[config.mk]
export PLATFORM = sky130hd
export DESIGN_NAME = v2f_seq_divmod
export DESIGN_NICKNAME = d
export VERILOG_FILES = /design/src/rtl/v2f_pkg.sv /design/src/rtl/v2f_divmod_step.sv /design/src/rtl/v2f_seq_divmod.sv
export SDC_FILE = /design/constraint.sdc
export NUM_CORES = 1
export LEC_CHECK = 0
export CAP_MARGIN = 25
export CELL_PAD_IN_SITES_DETAIL_PLACEMENT = 1
export CELL_PAD_IN_SITES_GLOBAL_PLACEMENT = 1
export CORE_MARGIN = 2
export CORE_UTILIZATION = 40
export CTS_CLUSTER_DIAMETER = 30
export CTS_CLUSTER_SIZE = 28
export DETAILED_ROUTE_END_ITERATION = 16
export PLACE_DENSITY_LB_ADDON = 0.1
export SLEW_MARGIN = 10
export SYNTH_ARGS = -nofsm -noshare
export SYNTH_HDL_FRONTEND = slang
export SYNTH_SLANG_ARGS = --single-unit
[constraint.sdc]
create_clock -name clk -period 6.9 [get_ports clk]
set_input_delay 0.69 -clock clk [delete_from_list [all_inputs] [get_ports clk]]
set_output_delay 0.69 -clock clk [all_outputs]
set_load 0.01 [all_outputs]
[src/rtl/v2f_pkg.sv]
// rtl/v2f_pkg.sv - shared types and helpers for the v2f sequential arithmetic blocks
package v2f_pkg;

    typedef enum logic [1:0] {
        IDLE = 2'd0,
        CALC = 2'd1,
        FIX  = 2'd2,
        DONE = 2'd3
    } v2f_state_t;

    localparam int V2F_NATIVE_WIDTH = 32;

    // Step counter width; never narrower than one bit.
    function automatic int v2f_cnt_width(input int width);
        return (width <= 2) ? 1 : $clog2(width);
    endfunction

endpackage

[src/rtl/v2f_divmod_step.sv]
// rtl/v2f_divmod_step.sv - one combinational restoring divide iteration
module v2f_divmod_step #(
    parameter int WIDTH = 64
) (
    input  logic [WIDTH-1:0] rem_cur,
    input  logic [WIDTH-1:0] quot_cur,
    input  logic [WIDTH-1:0] divisor,
    output logic [WIDTH-1:0] rem_next,
    output logic [WIDTH-1:0] quot_next
);

    logic [WIDTH:0] rem_shift;
    logic [WIDTH:0] diff;
    logic           fits;

    assign rem_shift = {rem_cur, quot_cur[WIDTH-1]};
    assign diff      = rem_shift - {1'b0, divisor};

    // With the top bit clear both operands are below 2^WIDTH, so diff's MSB is an exact borrow.
    assign fits      = rem_shift[WIDTH] | ~diff[WIDTH];

    assign rem_next  = fits ? diff[WIDTH-1:0] : rem_shift[WIDTH-1:0];
    assign quot_next = {quot_cur[WIDTH-2:0], fits};

endmodule

[src/rtl/v2f_seq_divmod.sv]
// rtl/v2f_seq_divmod.sv - iterative wide divider/modulo with valid/ready handshake
module v2f_seq_divmod
    import v2f_pkg::*;
#(
    parameter int WIDTH  = 64,
    parameter bit SIGNED = 1'b0
) (
    input  logic             clk,
    input  logic             rst_n,
    input  logic             in_valid,
    output logic             in_ready,
    input  logic [WIDTH-1:0] a,
    input  logic [WIDTH-1:0] b,
    output logic             out_valid,
    input  logic             out_ready,
    output logic [WIDTH-1:0] quot,
    output logic [WIDTH-1:0] rem,
    output logic             div_zero
);

    localparam int            CW   = v2f_cnt_width(WIDTH);
    localparam logic [CW-1:0] LAST = CW'(WIDTH - 1);

    v2f_state_t       state;
    v2f_state_t       state_next;
    logic [WIDTH-1:0] rem_acc;
    logic [WIDTH-1:0] quot_acc;
    logic [WIDTH-1:0] div_mag;
    logic [WIDTH-1:0] rem_step;
    logic [WIDTH-1:0] quot_step;
    logic [CW-1:0]    count;
    logic             sign_a;
    logic             sign_b;
    logic             in_sign_a;
    logic             in_sign_b;
    logic [WIDTH-1:0] a_mag;
    logic [WIDTH-1:0] b_mag;
    logic             accept;
    logic             b_zero;

    // MIN negates to itself, which is exactly its unsigned magnitude.
    assign in_sign_a = SIGNED & a[WIDTH-1];
    assign in_sign_b = SIGNED & b[WIDTH-1];
    assign a_mag     = in_sign_a ? -a : a;
    assign b_mag     = in_sign_b ? -b : b;
    assign accept    = in_valid & in_ready;
    assign b_zero    = (b == '0);

    v2f_divmod_step #(.WIDTH(WIDTH)) u_step (
        .rem_cur   (rem_acc),
        .quot_cur  (quot_acc),
        .divisor   (div_mag),
        .rem_next  (rem_step),
        .quot_next (quot_step)
    );

    always_ff @(posedge clk) begin
        if (!rst_n) begin
            state <= IDLE;
        end else begin
            state <= state_next;
        end
    end

    always_comb begin
        state_next = state;
        case (state)
            IDLE:    if (accept) state_next = b_zero ? DONE : CALC;
            CALC:    if (count == LAST) state_next = FIX;
            FIX:     state_next = DONE;
            DONE:    if (out_ready) state_next = IDLE;
            default: state_next = IDLE;
        endcase
    end

    always_comb begin
        in_ready  = (state == IDLE) && rst_n;
        out_valid = (state == DONE) && rst_n;
    end

    always_ff @(posedge clk) begin
        if (!rst_n) begin
            rem_acc  <= '0;
            quot_acc <= '0;
            div_mag  <= '0;
            count    <= '0;
            sign_a   <= 1'b0;
            sign_b   <= 1'b0;
            quot     <= '0;
            rem      <= '0;
            div_zero <= 1'b0;
        end else begin
            case (state)
                IDLE: begin
                    if (accept) begin
                        rem_acc  <= '0;
                        quot_acc <= a_mag;
                        div_mag  <= b_mag;
                        count    <= '0;
                        sign_a   <= in_sign_a;
                        sign_b   <= in_sign_b;
                        // Divide by zero skips the datapath and returns the raw dividend.
                        if (b_zero) begin
                            quot     <= '1;
                            rem      <= a;
                            div_zero <= 1'b1;
                        end
                    end
                end
                CALC: begin
                    rem_acc  <= rem_step;
                    quot_acc <= quot_step;
                    count    <= (count == LAST) ? '0 : count + 1'b1;
                end
                FIX: begin
                    quot     <= (sign_a ^ sign_b) ? -quot_acc : quot_acc;
                    rem      <= sign_a ? -rem_acc : rem_acc;
                    div_zero <= 1'b0;
                end
                default: begin
                end
            endcase
        end
    end

endmodule

==> summary.md, run 1 <==
| Metric | Value |
|---|---|
| Status | `complete, no violations` |
| CP delay by family, top | `compound AO/OA/AOI/OAI gates` |
| Placed Instances | `2727` |
| DR pass1 iterations | `5` |
| Syn Inst Count | `2066` |
| Synth Register Bits | `329` |
| Dpl hpwl | `44400 microns` |
| First-pass GRT wire length | `96500 microns` |
| Most common cell on crit path | `inv_1` |
| CP Max Fanout | `51` |
| Share of layout cells above drive strength 1 | `7.66%` |
| Hold Path Origin | `div_mag[40]$_SDFFE_PN0P_` |
| Class of the worst hold path | `flip-flop to flip-flop` |
| Worst R2R End | `rem_acc[39]$_SDFFE_PN0P_` |
| Area of the multi-input gates | `9380 sq um` |
| Fin. Hold Viols | `0` |
| Die width | `211 microns` |
| Main synth FF type | `dfxtp_1` |
| Post-synth top area cell | `dfxtp_1` |
| H-Tree Depth | `3` |
| Global placement routability congestion | `0.876` |
| Avg Cell Area, Syn | `8.29 sq um` |
| Seq/Total Area, Yosys | `38.4%` |
| Fin crit period | `4.64 ns` |
| Max-slew violation count | `0` |
| Arrival time at the worst endpoint | `5.14 ns` |
| Post-CTS sizing | `0` |
| DRT antenna net count | `0` |
| Cell Chain, Critical Path | `inv_1 > ha_1 > inv_1 > fa_1 > a211oi_1 > o21ai_2 > o2111a_1 > o21ba_2 > a311o_1 > nand2_2 > o41a_2 > buf_4 > o21ai_0 > a22o_1` |
| Setup violators final | `0` |
| Number of synthesized flops with an enable pin | `0` |
| Max stage delay cell, worst path | `o41a_2` |
| Worst path required time | `7.40 ns` |
| Initial Util | `40.7%` |
| RSZ-0062 raised after global routing | `no` |
| CTS tree | `yes` |
| Met2 wire length | `27900 microns` |
| Async set-reset flop share out of synthesis | `0%` |
| Top post-synthesis cells by area | `dfxtp_1 38%, mux2i_1 7.7%, a211oi_1 6.0%, nor2_1 5.7%, ha_1 5.1%` |
| WL/cell | `21.6 microns` |
| Die ar. | `44500 sq um` |
| Vias in the first global route | `16900` |
| Share of the synthesized area in the top cell type | `38.4%` |
| Pin count of the biggest net entering global routing | `133` |
| Total congestion overflow | `0` |
| Hold path depth | `2` |
| Die span in y | `211 microns` |
| Slew HR | `31.0%` |
| Hold EP | `div_mag[40]$_SDFFE_PN0P_` |
| Worst Tran Pin Value | `1.04 ns` |
| Layout Cells excl Fill | `2892` |
| Clk Latency, worst-skew pair | `0.60 ns` |
| Reg2reg path depth | `14` |
| Worst Setup Path Type | `flip-flop to flip-flop` |
| Initial antenna violation count | `4` |
| Remaining DRCs | `0` |
| Setup Skew | `0.0117 ns` |
| Yosys cell types | `62` |
| Met3 Routed Length | `2960 microns` |
| Type of origin of the critical path | `flip-flop` |
| Fmax | `215 MHz` |
| CTS Sinks | `329` |
| Setup slack, reg-to-reg | `2.26 ns` |
| Core Region | `42100 sq um` |
| Tcrit/Tclk final | `67.3%` |
| Max cap viols | `0` |
| Uppermost layer routed | `met4` |
| Detailed Route Iter0 Violations | `1025` |
| Routed WL | `62400 microns` |
| Crit end category | `flip-flop` |
| Critical path buffer and inverter count | `3` |
| Final setup TNS | `0 ns` |
| Final net count | `2481` |
| CTS Hold Buffers Added | `0` |
| DR vias | `16400` |
| Syn-to-layout area delta | `34.1%` |
| Total power | `9010 uW` |
| Worst R2R Start | `quot_acc[63]$_SDFFE_PN0P_` |
| I/O Pins | `263` |
| Reg area | `6590 sq um` |
| Max Buffers Root-to-Sink | `3` |
| Number of buffers created by CTS | `86` |
| Met1 Wirelength | `29400 microns` |
| YS warnings | `0` |
| Levels on crit path | `14` |
| Max incr delay on CP | `0.73 ns` |
| Mapped Nets | `2269` |
| Rows | `75` |
| Filler cells | `4863` |
| Port Buffers | `262` |
| Post-CTS setup repair buffer count | `0` |
| Clk slew on worst S/H paths | `0.04 ns` |
| Pwr/cell area | `392 nW/um^2` |
| Cell Area, Synth | `17100 sq um` |
| Maximum vdd drop | `0.000169 V` |
| Leak pwr | `0.00865 uW` |
| Vias per Instance | `5.66` |
| Total GRT Usage | `27.8%` |
| Root Driver | `clkbuf_16` |
-- registers in the layout (all words and copies together), names as in the netlist --
register,cells
rem_acc,64
div_zero,1
quot,64
state,2
count,6
rem,64
quot_acc,64
div_mag,64
-- cell families after synthesis --
logic type	synth area share, %
AO/OA/AOI/OAI	25.5
XOR/XNOR	3.22
adder cells (fa/ha/maj)	5.23
buffers and inverters	7.18
flip-flops	38.4
multiplexers	7.65
AND/OR/NAND/NOR	12.8
-- report_power, final --
group	switching, uW	total [uW]	internal [uW]
clock	1240	3970	2720
combinational	1490	2540	1050
sequential	236	2500	2270
-- cell type report --
type                            count  area share, %
Antenna cell                        4         0.0436
Clock buffer                      117           10.6
Clock inverter                     42           2.05
Inverter                          156           2.58
Multi-Input combinational cell   1424           40.8
Sequential cell                   329           28.7
Tap cell                          539           2.94
Timing Repair Buffer              281           12.3
-- how the worst max path moves through the flow --
stage	startpoint	endpoint	slack, ns
finish	quot_acc[63]$_SDFFE_PN0P_	rem_acc[39]$_SDFFE_PN0P_	2.26
global route	quot_acc[63]$_SDFFE_PN0P_	rem_acc[39]$_SDFFE_PN0P_	1.94
CTS	quot_acc[63]$_SDFFE_PN0P_	rem_acc[39]$_SDFFE_PN0P_	2.24
detailed placement	b[1]	quot[21]$_SDFFE_PN0P_	2.20
global placement	quot_acc[63]$_SDFFE_PN0P_	rem_acc[44]$_SDFFE_PN0P_	2.12
floorplan	quot_acc[63]$_SDFFE_PN0P_	rem_acc[25]$_SDFFE_PN0P_	3.82
-- cells in the final DEF, fill, tap and decap left out, drive strengths merged, types with 25 or more instances in the layout --
| master | n |
|---|---|
| a211oi | 137 |
| a21o | 35 |
| a21oi | 116 |
| a311oi | 64 |
| clkbuf | 117 |
| clkdlybuf4s50 | 262 |
| dfxtp | 329 |
| ha | 70 |
| inv | 160 |
| mux2i | 131 |
| nand2 | 169 |
| nand4 | 25 |
| nor2 | 259 |
| o21ai | 107 |
| o31ai | 69 |
| xnor2 | 32 |
| xor2 | 31 |
-- worst reg2reg max path: stages, from the launching register on --
cell and delay [ns]:
dfxtp_1 0.32, inv_1 0.11, ha_1 0.20, inv_1 0.06, fa_1 0.42, a211oi_1 0.34
o21ai_2 0.15, o2111a_1 0.28, o21ba_2 0.28, a311o_1 0.36, nand2_2 0.18, o41a_2 0.73
buf_4 0.63, o21ai_0 0.27, a22o_1 0.21
-- metal layers --
layer  vias to the layer above  track usage [%]
met4                         0             11.8
met5                         -                0
met2                       390             43.4
met1                      7971             37.9
met3                       100             4.73
li1                       7911                -
-- cell usage after synthesis (47+ instances only) --
cell / n
clkbuf_1: 128
dfxtp_1: 329
inv_1: 155
o31ai_1: 69
o21ai_1: 47
o21ai_0: 59
a21oi_1: 115
nor2_1: 259
mux2i_1: 131
nand2_1: 168
a211oi_1: 137
ha_1: 70
a311oi_1: 64
-- metrics by stage --
| step | hold slack (ns) | instance area (sq um) | util (%) | worst slack [ns] |
|---|---|---|---|---|
| after CTS | 0.482 | 22900 | 54.4 | 2.24 |
| final | 0.477 | 23000 | 54.5 | 2.26 |
| after global placement | 0.460 | 20000 | 47.4 | 2.12 |
| after detailed placement | 0.472 | 20000 | 47.5 | 2.20 |
| after global routing | 0.497 | 23000 | 54.5 | 1.94 |
| after floorplan | 0.438 | 17100 | - | 3.82 |
No activity file was read; power rests on OpenSTA's default activity.
==> inputs of run 2 (changes only) <==
==> constraint.sdc (replaced) <==
create_clock -name clk -period 4.4 [get_ports clk]
set_input_delay 0.44 -clock clk [delete_from_list [all_inputs] [get_ports clk]]
set_output_delay 0.44 -clock clk [all_outputs]
set_load 0.01 [all_outputs]
==> summary.md, run 2 (synthesis results as in run 1) <==
| Metric | Value |
|---|---|
| Routed WL | `62900 microns` |
| WL/cell | `21.6 microns` |
| Hold EP | `div_mag[61]$_SDFFE_PN0P_` |
| Setup slack, reg-to-reg | `0.38 ns` |
| Filler cells | `4809` |
| Most frequent cells in the layout | `329 x dfxtp_1, 262 x clkdlybuf4s50_1, 257 x nor2_1` |
| Syn-to-layout area delta | `36.4%` |
| H-Tree Depth | `3` |
| Most common cell on crit path | `inv_1` |
| Maximum vdd drop | `0.000330 V` |
| CP Max Fanout | `34` |
| Fmax | `249 MHz` |
| Vias per Instance | `5.65` |
| Share of layout cells above drive strength 1 | `8.42%` |
| Met1 Track Usage GR | `38.6%` |
| GRT met2 Usage | `43.3%` |
| Critical path buffer and inverter count | `3` |
| Most common cell after layout, fill and taps aside | `dfxtp_1` |
| I/O Pins | `263` |
| Design area | `23400 sq um` |
| Internal power | `9940 uW` |
| Fin. Hold Viols | `0` |
| Hold Path Origin | `b[61]` |
| Cell Chain, Critical Path | `inv_1 > ha_1 > inv_1 > fa_1 > a211oi_1 > o21ai_2 > o2111a_1 > o21ba_2 > a311o_1 > nand2_2 > o41a_2 > buf_4 > nor2_1 > a21oi_1 > o21ai_0` |
| Number of buffers created by CTS | `86` |
| Die ar. | `44500 sq um` |
| Global placement routability congestion | `0.894` |
| Status | `complete, no violations` |
| Share of power burned in registers | `26.6%` |
| Root Driver | `clkbuf_16` |
| Total congestion overflow | `0` |
| Dpl ws | `0.416 ns` |
| Die width | `211 microns` |
| Post-CTS sizing | `0` |
| Switching pwr | `4740 uW` |
| Max cap viols | `0` |
| Slew HR | `28.7%` |
| Worst R2R End | `rem_acc[8]$_SDFFE_PN0P_` |
| RSZ-0062 raised after global routing | `no` |
| Initial antenna violation count | `4` |
| Clock share of power | `45.9%` |
| DR vias | `16400` |
| Final net count | `2492` |
| Post-CTS setup repair buffer count | `0` |
| Rows | `75` |
| Tcrit/Tclk final | `91.5%` |
| Worst R2R Start | `quot_acc[63]$_SDFFE_PN0P_` |
| Reg2reg path depth | `15` |
| Clk Latency, worst-skew pair | `0.62 ns` |
| Crit end category | `flip-flop` |
| Worst path required time | `4.84 ns` |
| Die span in y | `211 microns` |
| Setup violators final | `0` |
| Gate power share | `27.5%` |
| GR peak layer | `met2` |
| WHS | `0.411 ns` |
| Setup Skew | `0.0443 ns` |
| Max-slew violation count | `0` |
| Class of the worst hold path | `input pin to flip-flop` |
| Hold path depth | `3` |
| Total power | `14700 uW` |
| Max incr delay on CP | `0.47 ns` |
| Clk slew on worst S/H paths | `0.05 ns` |
| Pwr/cell area | `628 nW/um^2` |
| Dpl hpwl | `44700 microns` |
| Max Buffers Root-to-Sink | `3` |
| Initial Util | `40.7%` |
| Arrival time at the worst endpoint | `4.46 ns` |
| First-pass GRT wire length | `96500 microns` |
| Detailed Route Iter0 Violations | `927` |
| Remaining DRCs | `0` |
| Pin count of the biggest net entering global routing | `219` |
| Final setup TNS | `0 ns` |
| CTS Sinks | `329` |
| DR pass1 iterations | `5` |
| Total GRT Usage | `27.8%` |
| Leak pwr | `0.00884 uW` |
| Met3 usage | `5.26%` |
| CTS tree | `yes` |
| Type of origin of the critical path | `flip-flop` |
| Core Region | `42100 sq um` |
| DRT antenna net count | `0` |
| Switching Fraction | `32.3%` |
| Max stage delay cell, worst path | `o41a_2` |
| CTS Hold Buffers Added | `0` |
| Fin crit period | `4.02 ns` |
| Worst Tran Pin Value | `1.07 ns` |
| Worst Setup Path Type | `flip-flop to flip-flop` |
| Fin worst setup slack | `0.376 ns` |
| Vias in the first global route | `16700` |
| Port Buffers | `262` |
| Placed Area | `20200 sq um` |
| CP delay by family, top | `compound AO/OA/AOI/OAI gates` |
## run 2: cell count changes in the layout (fill, tap and decap cells not counted), moves of 2 or more
cell        delta
buf_4          +5
clkinv_16      +2
clkbuf_1       -4
buf_12         +8
clkinvlp_4     -2
clkinv_4       +2
bufinv_16      +7
clkinv_2       -2
## run 2: how the worst max path moves through the flow
stage,start,slack [ns],endpoint,depth (start not counted)
floorplan,quot_acc[63]$_SDFFE_PN0P_,1.32,rem_acc[25]$_SDFFE_PN0P_,15
global placement,b[19],0.50,rem[17]$_SDFFE_PN0P_,11
detailed placement,quot_acc[63]$_SDFFE_PN0P_,0.42,rem_acc[0]$_SDFFE_PN0P_,15
CTS,quot_acc[63]$_SDFFE_PN0P_,0.39,rem_acc[20]$_SDFFE_PN0P_,15
global route,quot_acc[63]$_SDFFE_PN0P_,0.14,rem_acc[0]$_SDFFE_PN0P_,15
finish,quot_acc[63]$_SDFFE_PN0P_,0.38,rem_acc[8]$_SDFFE_PN0P_,15
## run 2: tightest hold or removal path: stages
cell,delay [ns]
clkdlybuf4s50_1,0.42
nand2_1,0.07
o31ai_1,0.05
## run 2: area by class of cell
| type | count | area [sq um] | area share [%] |
|---|---|---|---|
| multi-input cells | 1424 | 9390 | 40.2 |
| flip-flops and latches | 329 | 6590 | 28.2 |
| repair buffers | 292 | 2980 | 12.7 |
| clock buffers | 113 | 2420 | 10.4 |
| clock inverters | 49 | 726 | 3.10 |
| well taps | 539 | 674 | 2.89 |
| inverters | 156 | 593 | 2.54 |
| diodes | 3 | 7.51 | 0.0321 |
## run 2: per-layer routing
metal  wire (microns)  up-vias
li1                 -     7932
met1            30300     7994
met2            27900      383
met3             2730      115
met4             1950        2
met5               15        -
## run 2: per-stage QoR
stage,instances,utilization [%]
after floorplan,2066,-
after global placement,2738,47.9
after detailed placement,2739,47.9
after CTS,2901,55.4
after global routing,2904,55.5
final,2905,55.5
## run 2: power groups by stage
stage | registers, uW | clock network [uW] | logic [uW]
after floorplan | 3960 | 0 | 2490
after CTS | 3910 | 6820 | 4030
after global placement | 3920 | 0 | 3880
after detailed placement | 3950 | 0 | 3970
after global routing | 3970 | 6980 | 4430
final | 3910 | 6740 | 4040
==> inputs of run 3 (changes only) <==
--- a/config.mk
+++ b/config.mk
@@ -14,7 +14,7 @@
 export CTS_CLUSTER_SIZE = 28
 export DETAILED_ROUTE_END_ITERATION = 16
 export PLACE_DENSITY_LB_ADDON = 0.1
-export SLEW_MARGIN = 10
+export SLEW_MARGIN = 20
 export SYNTH_ARGS = -nofsm -noshare
 export SYNTH_HDL_FRONTEND = slang
 export SYNTH_SLANG_ARGS = --single-unit
==> summary.md, run 3 (synthesis results as in run 1) <==
| Metric | Value |
|---|---|
| Setup Skew | `0.0433 ns` |
| Detailed Route Iter0 Violations | `960` |
| Clock share of power | `45.9%` |
| Slew HR | `29.5%` |
| Leak pwr | `0.00884 uW` |
| H-Tree Depth | `3` |
| Worst Setup Path Type | `flip-flop to flip-flop` |
| Number of buffers created by CTS | `86` |
| Total GRT Usage | `27.8%` |
| GRT met2 Usage | `43.3%` |
| Placed Area | `20200 sq um` |
| Cell Chain, Critical Path | `inv_1 > ha_1 > inv_1 > fa_1 > a211oi_1 > o21ai_2 > o2111a_1 > o21ba_2 > a311o_1 > nand2_2 > o41a_2 > buf_4 > nor2_1 > a21oi_1 > o21ai_0` |
| Root Driver | `clkbuf_16` |
| Vias in the first global route | `16700` |
| Die width | `211 microns` |
| Worst path required time | `4.86 ns` |
| Arrival time at the worst endpoint | `4.48 ns` |
| Rows | `75` |
| GR peak layer | `met2` |
| CTS tree | `yes` |
| Final net count | `2492` |
| DRT antenna net count | `0` |
| Class of the worst hold path | `input pin to flip-flop` |
| Max stage delay cell, worst path | `o41a_2` |
| Fin crit period | `4.02 ns` |
| Switching pwr | `4750 uW` |
| Fin. Hold Viols | `0` |
| Clk slew on worst S/H paths | `0.04 ns` |
| Switching Fraction | `32.3%` |
| Share of power burned in registers | `26.6%` |
| Max incr delay on CP | `0.47 ns` |
| Die span in y | `211 microns` |
| Most common cell on crit path | `inv_1` |
| Status | `complete, no violations` |
| Max Buffers Root-to-Sink | `3` |
| Share of layout cells above drive strength 1 | `8.42%` |
| Fmax | `249 MHz` |
| Met3 usage | `5.26%` |
| Dpl hpwl | `44700 microns` |
| I/O Pins | `263` |
| Remaining DRCs | `0` |
| Pin count of the biggest net entering global routing | `219` |
| Die ar. | `44500 sq um` |
| Initial Util | `40.7%` |
| Maximum vdd drop | `0.000330 V` |
| Filler cells | `4810` |
| Internal power | `9930 uW` |
| CTS Sinks | `329` |
| Setup violators final | `0` |
| Core Region | `42100 sq um` |
| First-pass GRT wire length | `96500 microns` |
| Max cap viols | `0` |
| DR vias | `16400` |
| Final setup TNS | `0 ns` |
| CTS Hold Buffers Added | `0` |
| Syn-to-layout area delta | `36.4%` |
| Initial antenna violation count | `4` |
| Post-CTS setup repair buffer count | `0` |
| WL/cell | `21.7 microns` |
| Clk Latency, worst-skew pair | `0.62 ns` |
| Post-CTS sizing | `0` |
| Design area | `23400 sq um` |
| Met1 Track Usage GR | `38.6%` |
| Critical path buffer and inverter count | `3` |
| Total congestion overflow | `0` |
| Max-slew violation count | `0` |
| DR pass1 iterations | `5` |
| Port Buffers | `262` |
| RSZ-0062 raised after global routing | `no` |
| Vias per Instance | `5.66` |
| Gate power share | `27.5%` |
| Type of origin of the critical path | `flip-flop` |
| CP Max Fanout | `34` |
| Tcrit/Tclk final | `91.3%` |
| Worst Tran Pin Value | `1.06 ns` |
| Global placement routability congestion | `0.894` |
| Most frequent cells in the layout | `329 x dfxtp_1, 262 x clkdlybuf4s50_1, 257 x nor2_1` |
| Crit end category | `flip-flop` |
| CP delay by family, top | `compound AO/OA/AOI/OAI gates` |
| Routed WL | `62900 microns` |
| Pwr/cell area | `628 nW/um^2` |
| Most common cell after layout, fill and taps aside | `dfxtp_1` |
-- run 3: cell count changes in the layout (fill, tap and decap cells not counted) --
cell	before	now
buf_12	9	10
buf_16	1	0
-- run 3: worst paths after layout --
| kind | start | end | slack, ns | cells after the start |
|---|---|---|---|---|
| max | quot_acc[63]$_SDFFE_PN0P_ | rem_acc[0]$_SDFFE_PN0P_ | 0.38 | 15 |
| min | b[61] | div_mag[61]$_SDFFE_PN0P_ | 0.41 | 3 |
| max reg2reg | quot_acc[63]$_SDFFE_PN0P_ | rem_acc[0]$_SDFFE_PN0P_ | 0.38 | 15 |
| min reg2reg | quot_acc[21]$_SDFFE_PN0P_ | quot[21]$_SDFFE_PN0P_ | 0.46 | 2 |
-- run 3: power by group through the flow --
stage	sequential, uW	clock [uW]	combinational, uW
CTS	3910	6820	4030
finish	3910	6740	4030
global route	3970	6980	4430
global placement	3920	0	3880
detailed placement	3950	0	3970
floorplan	3960	0	2490
-- run 3: tightest hold or removal path, delay by kind of cell --
kind | cells | cell delay (ns)
AO/OA/AOI/OAI | 1 | 0.05
buffers and inverters | 1 | 0.42
AND/OR/NAND/NOR | 1 | 0.07
-- run 3: stage by stage --
step / util [%] / instances / hold slack [ns] / power (uW) / setup WS [ns]
2_1_floorplan: - / 2066 / 0.438 / 6450 / 1.32
3_3_place_gp: 47.9 / 2738 / 0.461 / 7800 / 0.497
3_5_place_dp: 47.9 / 2739 / 0.471 / 7920 / 0.416
4_1_cts: 55.4 / 2901 / 0.390 / 14800 / 0.389
5_1_grt: 55.5 / 2904 / 0.419 / 15400 / 0.138
6_report: 55.5 / 2905 / 0.411 / 14700 / 0.381
-- run 3: per-layer routing --
| layer | up-vias | share of wire, % |
|---|---|---|
| met1 | 7997 | 48 |
| li1 | 7931 | - |
| met3 | 114 | 4.3 |
| met5 | - | 0.024 |
| met4 | 2 | 3.1 |
| met2 | 391 | 45 |
-- run 3: cell type report --
type	count	area, sq um	share of cell area (%)
Timing Repair Buffer	292	2970	12.7
Inverter	156	593	2.54
Clock buffer	113	2420	10.4
Sequential cell	329	6590	28.2
Multi-Input combinational cell	1424	9390	40.2
Tap cell	539	674	2.89
Antenna cell	3	7.51	0.0321
Clock inverter	49	726	3.11
==> edit: new RTL, config.mk and constraints of run 1 <==
`WIDTH` is set to 64 in 2 places; all go to 32.
--- a/src/rtl/v2f_divmod_step.sv
+++ b/src/rtl/v2f_divmod_step.sv
@@ -1,5 +1,5 @@
 // rtl/v2f_divmod_step.sv - one combinational restoring divide iteration
 module v2f_divmod_step #(
-    parameter int WIDTH = 64
+    parameter int WIDTH = 32
 ) (
     input  logic [WIDTH-1:0] rem_cur,
--- a/src/rtl/v2f_seq_divmod.sv
+++ b/src/rtl/v2f_seq_divmod.sv
@@ -3,5 +3,5 @@
     import v2f_pkg::*;
 #(
-    parameter int WIDTH  = 64,
+    parameter int WIDTH  = 32,
     parameter bit SIGNED = 1'b0
 ) (
Interface: changed (resized a, b, quot and rem); port bits go from 263 to 135. The function was not compared with the original's and may differ.
==> edit against run 1 <==
  * Synthesized cell count shrank 50%
  * Area after synthesis is 49% lower
  * Wire length down 58%
  * Final cell count shrank 51%
  * Non-clock buffer count down 139
  * First-iteration DRC count down 63%
  * Die area down 49%
  * Cell area is 53% lower
  * Core utilization decreased by 3.7 points
  * Power fell by 58%
  * Worst setup slack gained 0.86 ns
  * Sequential cell count is 161 lower
==> edit: results (changes against run 1) <==
Global route
  • Global-route wire length before repair: 40.5 mm (was 96.5 mm)
  • Initial antenna violation count: 0 (was 4)
  • Vias in the first global route: 7377 (was 16900)
  • Largest net degree at the start of global routing: 72 (was 133)

Final layout
  • Layout cells sized above 1: 5.14% (was 7.66%)
  • Post-layout net count: 1224 (was 2481)
  • Fillers: 2487 (was 4863)

STA
  • Relative slew slack: 28.8% (was 31.0%)
  • Worst setup margin: 3.11 ns (was 2.26 ns)
  • Worst Skew: 0.0157 ns (was 0.0117 ns)
  • Min Hold Slack: 0.477 ns (about the same)

Worst setup path
  • Crit path to: rem_acc[7] (was rem_acc[39])
  • CP max stage delay: 0.57 ns (was 0.73 ns)
  • RR Startpoint: quot_acc[31] (was quot_acc[63])
  • Crit Path Max Fanout: 33 (was 51)

Clock network
  • # H-tree levels: 4 (was 3)
  • Clk_lat worst skew: 0.44 ns (was 0.60 ns)
  • CTS clk-pin slew, worst paths: 0.07 ns (was 0.04 ns)
  • Cts bufs inserted: 17 (was 86)

Yosys
  • Mux cell area share after synthesis: 8.53% (was 7.65%)
  • Sequential area share after synthesis: 38.7% (was 38.4%)
  • Mapped Cells: 1025 (was 2066)
  • Synth top area cells: dfxtp_1 (39%), mux2i_1 (8.5%), a211oi_1 (6.1%) (was dfxtp_1 (38%), mux2i_1 (7.7%), a211oi_1 (6.0%))
  • Xor and xnor area share after synthesis: 2.82% (was 3.22%)
  • Synth cell count leaders: dfxtp_1 (168), nor2_1 (135), nand2_1 (94) (was dfxtp_1 (329), nor2_1 (259), nand2_1 (168))
  • Area fraction in compound gates after synthesis: 23.2% (was 25.5%)

Drt
  • WL/cell: 18.5 um (was 21.6 um)
  • DRT iter0 DRCs: 378 (was 1025)
  • Wire length on met2: 11.2 mm (was 27.9 mm)
  • Vias: 7792 (was 16400)
  • M1 WL: 13.3 mm (was 29.4 mm)

Status
  • Status: complete, no violations (unchanged)

Pwr
  • LEAKAGE: 0.00400 uW (was 0.00865 uW)
  • Max VDD drop: 175 uV (was 169 uV)

Placed design
  • Dpl ws: 2.92 ns (was 2.20 ns)
  • Cell Area, Placed: 10200 um^2 (was 20000 um^2)
  • GP Congestion: 0.880 (was 0.876)
  • DP HPWL: 18.2 mm (was 44.4 mm)
## edit: changes by cell type after synthesis, sizes merged, moves of 31 or more
cell | run 1 | this run
dfxtp | 329 | 168
nor2 | 259 | 135
inv | 156 | 74
clkbuf | 129 | 53
a21oi | 116 | 41
nand2 | 169 | 94
a211oi | 137 | 70
mux2i | 131 | 74
o21ai | 107 | 50
a311oi | 64 | 32
o31ai | 69 | 37
ha | 70 | 39
## edit: per-stage QoR
| stage | power (uW) | util (%) |
|---|---|---|
| floorplan | 2390 | - |
| global placement | 2850 | 48.0 |
| detailed placement | 2890 | 48.1 |
| CTS | 3850 | 50.8 |
| global route | 4070 | 50.8 |
| finish | 3830 | 50.8 |
## edit: critical path: cells and delay by family (launching register included)
family          cells  cell delay, ns
compound gates      7            1.89
buf+inv             3            0.61
fa+ha+maj           2            0.57
flops               1            0.32
simple gates        2            0.22
## edit: kinds of logic (layout without fill, tap and decap cells)
logic type | count (synthesis) | after routing
buffers and inverters | 145 | 249
XOR/XNOR | 28 | 28
AO/OA/AOI/OAI | 284 | 284
multiplexers | 74 | 74
adder cells (fa/ha/maj) | 40 | 40
AND/OR/NAND/NOR | 286 | 286
flip-flops | 168 | 168
## edit: how the worst min path moves through the flow
| stage | to | cells after the start | startpoint |
|---|---|---|---|
| 6_report | div_mag[28] | 2 | div_mag[28] |
| 5_1_grt | div_mag[5] | 2 | div_mag[5] |
| 4_1_cts | quot[19] | 2 | quot_acc[19] |
| 3_5_place_dp | div_mag[28] | 2 | div_mag[28] |
| 3_3_place_gp | count[1] | 2 | count[1] |
| 2_1_floorplan | div_mag[0] | 2 | div_mag[0] |
## edit: final cells by class
| class | count | area, um^2 | share of cell area [%] |
|---|---|---|---|
| Sequential cell | 168 | 3360 | 31.3 |
| Clock buffer | 17 | 425 | 3.96 |
| Timing Repair Buffer | 142 | 1410 | 13.1 |
| Clock inverter | 15 | 151 | 1.41 |
| Tap cell | 275 | 344 | 3.20 |
| Multi-Input combinational cell | 712 | 4770 | 44.4 |
| Inverter | 75 | 284 | 2.64 |
## edit: where the power goes
part	switching, uW	internal, uW
Clock	469	483
Sequential	112	1150
Combinational	952	665
## edit: per-layer routing
metal | track usage [%] | up-vias
li1 | - | 3861
met1 | 33.2 | 3740
met2 | 34.3 | 164
met5 | 0 | -
met4 | 6.40 | 0
met3 | 3.49 | 27
